File: config.mk
export PLATFORM = sky130hd
export DESIGN_NAME = instr_fetch_unit
export DESIGN_NICKNAME = d
export VERILOG_FILES = /design/src/rtl/rv_core_pkg.sv /design/src/rtl/ifu_fifo.sv /design/src/rtl/instr_fetch_unit.sv
export SDC_FILE = /design/constraint.sdc
export NUM_CORES = 1
export LEC_CHECK = 0
export ABC_AREA = 1
export BUFFER_PORTS_ARGS = -buffer_cell sky130_fd_sc_hd__buf_2
export CAP_MARGIN = 20
export CORE_MARGIN = 1.5
export CORE_UTILIZATION = 50
export DETAILED_ROUTE_END_ITERATION = 10
export GPL_TIMING_DRIVEN = 0
export PLACE_DENSITY = 0.7
export REMOVE_ABC_BUFFERS = 1
export SLEW_MARGIN = 20
export SYNTH_ARGS = -nofsm -noshare
export SYNTH_HDL_FRONTEND = slang
export SYNTH_SLANG_ARGS = --single-unit
File: constraint.sdc
create_clock -name clk -period 6.6 [get_ports clk]
set_clock_uncertainty 0.15 [all_clocks]
set_input_delay 0.33 -clock clk [delete_from_list [all_inputs] [get_ports clk]]
set_output_delay 0.33 -clock clk [all_outputs]
set_load 0.02 [all_outputs]
File: src/rtl/rv_core_pkg.sv
// Shared core definitions: datapath width, reset PC, major opcodes and fetch state.
package rv_core_pkg;
    localparam int          XLEN             = 32;
    localparam logic [31:0] RESET_PC_DEFAULT = 32'h0000_1000;

    localparam logic [6:0] OP_LOAD   = 7'b0000011;
    localparam logic [6:0] OP_STORE  = 7'b0100011;
    localparam logic [6:0] OP_RTYPE  = 7'b0110011;
    localparam logic [6:0] OP_ITYPE  = 7'b0010011;
    localparam logic [6:0] OP_BRANCH = 7'b1100011;
    localparam logic [6:0] OP_JAL    = 7'b1101111;

    typedef enum logic {
        RUN  = 1'b0,
        HALT = 1'b1
    } fetch_state_e;
endpackage

File: src/rtl/ifu_fifo.sv
// Small synchronous FIFO with flush; head is visible combinationally on rdata.
module ifu_fifo #(
    parameter int WIDTH = 32,
    parameter int DEPTH = 2
) (
    input  logic                       clk,
    input  logic                       rst,
    input  logic                       flush,
    input  logic                       push,
    input  logic [WIDTH-1:0]           wdata,
    input  logic                       pop,
    output logic [WIDTH-1:0]           rdata,
    output logic [$clog2(DEPTH+1)-1:0] count
);
    localparam int AW = (DEPTH > 1) ? $clog2(DEPTH) : 1;
    localparam int CW = $clog2(DEPTH+1);

    logic [WIDTH-1:0] r_mem [DEPTH];
    logic [AW-1:0]    r_rd;
    logic [AW-1:0]    r_wr;
    logic [CW-1:0]    r_cnt;
    logic             w_push;
    logic             w_pop;

    function automatic logic [AW-1:0] nxt(input logic [AW-1:0] p);
        return (p == AW'(DEPTH-1)) ? '0 : p + AW'(1);
    endfunction

    // A pop frees the slot, so push-on-full is accepted when popping too
    assign w_pop  = pop && (r_cnt != '0);
    assign w_push = push && ((r_cnt != CW'(DEPTH)) || w_pop);

    always_ff @(posedge clk) begin
        if (w_push)
            r_mem[r_wr] <= wdata;
    end

    always_ff @(posedge clk) begin
        if (rst || flush) begin
            r_rd  <= '0;
            r_wr  <= '0;
            r_cnt <= '0;
        end else begin
            if (w_push) r_wr <= nxt(r_wr);
            if (w_pop)  r_rd <= nxt(r_rd);
            r_cnt <= r_cnt + CW'(w_push) - CW'(w_pop);
        end
    end

    assign rdata = r_mem[r_rd];
    assign count = r_cnt;
endmodule

File: src/rtl/instr_fetch_unit.sv
// Instruction fetch: owns the PC, issues credit-limited imem fetches, queues
// returned words in order and presents the head to the decoder.
module instr_fetch_unit
    import rv_core_pkg::*;
#(
    parameter int              XLEN     = rv_core_pkg::XLEN,
    parameter logic [XLEN-1:0] RESET_PC = XLEN'(RESET_PC_DEFAULT),
    parameter int              DEPTH    = 2
) (
    input  logic            clk,
    input  logic            rst,
    output logic            imem_req,
    output logic [XLEN-1:0] imem_addr,
    input  logic            imem_gnt,
    input  logic            imem_rvalid,
    input  logic [XLEN-1:0] imem_rdata,
    input  logic            advance,
    input  logic            pc_src,
    input  logic [XLEN-1:0] redirect_imm,
    output logic            instr_valid,
    output logic [XLEN-1:0] instr,
    output logic [XLEN-1:0] pc,
    output logic [XLEN-1:0] pc_plus4,
    output logic [6:0]      op_code,
    output logic [2:0]      funct3,
    output logic            funct7,
    output logic            fetch_err
);
    localparam int CW = $clog2(DEPTH+1);

    fetch_state_e    r_state;
    logic [XLEN-1:0] r_fetch_pc;
    logic [CW-1:0]   r_discard;
    logic            r_fetch_err;

    logic [CW-1:0]   w_occ;
    logic [CW-1:0]   w_outst;
    logic [CW:0]     w_credit;
    logic [XLEN-1:0] w_tag;
    logic [XLEN-1:0] w_q_pc;
    logic [XLEN-1:0] w_q_instr;
    logic [XLEN-1:0] w_target;
    logic            w_valid;
    logic            w_pop;
    logic            w_redirect;
    logic            w_misalign;
    logic            w_grant;
    logic            w_drop;
    logic            w_push;

    assign w_valid    = (r_state == RUN) && (w_occ != '0);
    assign w_pop      = w_valid && advance;
    assign w_redirect = w_pop && pc_src;
    assign w_target   = w_q_pc + redirect_imm;
    assign w_misalign = w_redirect && (w_target[1:0] != 2'b00);

    // Queued plus in-flight words never exceed the queue depth, so a response always has a slot
    assign w_credit  = {1'b0, w_occ} + {1'b0, w_outst};
    assign imem_req  = !rst && (r_state == RUN) && (w_credit < (CW+1)'(DEPTH)) && !w_redirect;
    assign imem_addr = r_fetch_pc;
    assign w_grant   = imem_req && imem_gnt;
    assign w_drop    = imem_rvalid && (r_discard != '0);
    assign w_push    = imem_rvalid && !w_drop && (r_state == RUN);

    // Tag FIFO occupancy doubles as the outstanding-fetch count
    ifu_fifo #(.WIDTH(XLEN), .DEPTH(DEPTH)) u_tag_fifo (
        .clk   (clk),
        .rst   (rst),
        .flush (1'b0),
        .push  (w_grant),
        .wdata (r_fetch_pc),
        .pop   (imem_rvalid),
        .rdata (w_tag),
        .count (w_outst)
    );

    ifu_fifo #(.WIDTH(2*XLEN), .DEPTH(DEPTH)) u_instr_fifo (
        .clk   (clk),
        .rst   (rst),
        .flush (w_redirect || (r_state == HALT)),
        .push  (w_push),
        .wdata ({w_tag, imem_rdata}),
        .pop   (w_pop),
        .rdata ({w_q_pc, w_q_instr}),
        .count (w_occ)
    );

    always_ff @(posedge clk) begin
        if (rst) begin
            r_state     <= RUN;
            r_fetch_pc  <= RESET_PC;
            r_discard   <= '0;
            r_fetch_err <= 1'b0;
        end else if (w_redirect) begin
            // No grant can happen this cycle, so only the response lowers the in-flight count
            r_fetch_pc <= w_target;
            r_discard  <= w_outst - CW'(imem_rvalid);
            if (w_misalign) begin
                r_state     <= HALT;
                r_fetch_err <= 1'b1;
            end
        end else begin
            if (w_grant) r_fetch_pc <= r_fetch_pc + XLEN'(4);
            if (w_drop)  r_discard  <= r_discard - CW'(1);
        end
    end

    assign instr_valid = w_valid;
    assign instr       = w_valid ? w_q_instr : '0;
    assign pc          = w_valid ? w_q_pc : '0;
    assign pc_plus4    = w_valid ? (w_q_pc + XLEN'(4)) : '0;
    assign op_code     = instr[6:0];
    assign funct3      = instr[14:12];
    assign funct7      = instr[30];
    assign fetch_err   = r_fetch_err;

    a_no_spurious_rvalid: assert property (@(posedge clk) disable iff (rst)
        !(imem_rvalid && (w_outst == '0)));
endmodule

==> flow_summary.toml <==
[global_route]
grt_pass1_wl_um = 60700
antenna_found_initial = 0
gr-total-overflow = 0
grt_max_degree = 42
track_usage_pct = 27.5
grt_pass1_vias = 11300

[worst_setup_path]
crit_arrival_ns = 4.87
cp-end-kind = "register"
reg2reg_to = "imem_addr[19]"
reg2reg_from = "u_instr_fifo.count[1]"
crit_start = "u_instr_fifo.count[1]"
worstSetupStartpointType = "register"
worstPathCellList = "o21ai_4 -> buf_8 -> nor2_2 -> nand2_2 -> nand3b_1 -> nand2_1 -> inv_1 -> a31oi_1 -> a21oi_1"
critical-path-slowest-cell = "nand2_1"
required_ns = 6.87
worstRegToRegCells = 9
rrSetupSlack_ns = 2.00
critPathKind = "register to register"
slowest_delay_ns = 1.11
crit_path_end = "imem_addr[19]"
crit_fanout = 36

[clock_tree]
cts_max_level = 1
cts_made_buffers = 26
cts-root-buf = "clkbuf_16"
cts_hold_buf = 33
cts-resized-gates = 0
cts.path.max_buffers = 3
clock-sinks = 237
clk_pin_slew_worst_paths_ns = 0.06
cts_tree = "yes"
insertion_delay_ns = 0.54
cts_setup_buffers = 0

[timing]
slew_viol_final = 0
fmax_mhz = 217
fin_setup_tns_ns = 0
tightest_slew_ns = 1.07
hold_viol_final = 0
slew-limit-headroom_pct = 28.6
rsz0062_at_grt = "false"
min_period_ns = 4.60
finalCritPeriodShare_pct = 69.7
setup_viol = 0

[synthesis]
synth-edff-count = 192
yosys_warnings = 0
netlist_instances = 1604
synth-main-ff-cell = "edfxtp_1"
yosysTopAreaCellShare_pct = 41.8
synthTopCellsByArea = "edfxtp_1, nand2_1, inv_1"
avgSynthCellArea_um2 = 8.60
ys_types = 50
netlist_area_um2 = 13800
seq_area_frac_synth_pct = 48.3
ys_seq_elements = 237
async_flop_share_pct = 0
yosys.area.top_type = "edfxtp_1"

[routing]
wl_per_cell_um = 18.1
routed-via-count = 11600
postRouteAntennaNets = 0
viasPerCell = 5.25
dr.first_iter.drc_count = 896
wl_um = 39800
drcViolationCount = 0
drt_pass1_iterations = 5

[die]
die_h_um = 169
fp.coreArea_um2 = 27000
io_pins = 212
start_util_pct = 51.0
dieArea_um2 = 28600
die_w_um = 169
num_rows = 60

[cells_and_area]
mostFrequentLayoutCell = "nand2_1"
final_cell_mix = "nand2_1, inv_1, buf_2"
syn2layout_area_growth_pct = 19.6
fillCellCount = 2321
diodes = 0
layout-drive-gt1-share_pct = 22.6
fin_nets = 1950

[power_and_ir_drop]
p_per_area_nw_per_um2 = 507
ir_worst_vdd_uv = 301
finalPower_mw = 8.36
p_leak_nw = 7.65

[run_status]
status = "finished, final reports clean"

[place]
portBuffers = 211
gp_congestion = 0.898
dpl.hpwl_um = 29800

[hold_path]
min_path_type = "primary input to register"

[job]
cap_violations = 0
-- critical path, delay by kind of cell, from the launching register on --
| family | cells | cell delay, ns |
|---|---|---|
| flops | 1 | 0.39 |
| simple gates | 4 | 2.53 |
| compound gates | 3 | 0.80 |
| buf+inv | 2 | 0.59 |
-- stage by stage --
step / std cells / hold slack (ns) / util, % / area [µm²] / worst slack [ns]
global route: 2200 / 0.0838 / 61.0 / 16500 / 1.69
finish: 2200 / 0.0538 / 61.0 / 16500 / 2.00
floorplan: 1552 / 0.249 / - / 13500 / 0.763
detailed placement: 2119 / 0.287 / 56.7 / 15300 / 2.00
CTS: 2200 / 0.0502 / 61.0 / 16500 / 2.00
global placement: 2104 / 0.282 / 55.3 / 14900 / -2.64
-- worst min path at each step --
stage               slack [ns]            to  cells after the start            start
global placement          0.28      register                      1  u_tag_fifo.r_rd
floorplan                 0.25  imem_addr[0]                      1              rst
CTS                       0.05  imem_addr[0]                      4  redirect_imm[0]
finish                    0.05  imem_addr[0]                      4  redirect_imm[0]
detailed placement        0.29      register                      1  u_tag_fifo.r_rd
global route              0.08  imem_addr[0]                      4  redirect_imm[0]
-- area by class of cell --
cell class	count	area, µm²	share of cell area, %
Multi-Input combinational cell	1050	5850	35.5
Clock inverter	8	86.3	0.523
Timing Repair Buffer	259	1710	10.4
Inverter	265	995	6.03
Sequential cell	237	6670	40.4
Tap cell	341	427	2.59
Clock buffer	40	753	4.57
-- sequential cells by signal, indices dropped and copies added (netlist names), named ones only --
| register | cells |
|---|---|
| u_tag_fifo.r_mem | 64 |
| u_instr_fifo.r_wr | 1 |
| u_tag_fifo.count | 2 |
| u_tag_fifo.r_rd | 1 |
| u_instr_fifo.r_rd | 1 |
| u_instr_fifo.r_mem | 128 |
| u_tag_fifo.r_wr | 1 |
| u_instr_fifo.count | 2 |
| r_discard | 2 |
| fetch_err | 1 |
| imem_addr | 32 |
-- synthesized netlist by cell type (all sizes together), types with 6 or more instances --
library cell	count
a21oi	73
a31oi	6
buf	36
clkbuf	16
dfxtp	45
edfxtp	192
ha	39
inv	265
mux2	64
nand2	399
nand3	73
nand3b	9
nand4	21
nor2	185
nor3	27
o21ai	85
or2	8
xor2	27
-- report_power, final --
group          total, mW  internal (mW)  switching, mW
Sequential          2.54           2.20          0.340
Combinational       4.40           1.45           2.95
Clock               1.43          0.827          0.600
Total               8.36           4.47           3.89
-- cells by family (layout without fill, tap and decap cells) --
kind of cell,Yosys count,after routing,synth area share (%)
and+or+nand+nor,731,731,22.8
buffers and inverters,317,572,9.61
DFF,237,237,48.3
AOI/OAI and AO/OA,181,181,8.05
muxes,65,65,5.32
adders and majority gates,41,41,3.83
xor gates and xnor gates,32,32,2.03
-- routing by layer --
metal / up-vias / routed length (µm) / global-route usage [%]
met4: 0 / 735 / 6.62
met3: 48 / 2460 / 3.79
li1: 5701 / - / -
met5: - / 0 / 0
met1: 5445 / 17400 / 35.6
met2: 363 / 19200 / 48.8
Power figures use the tool's default switching activity.
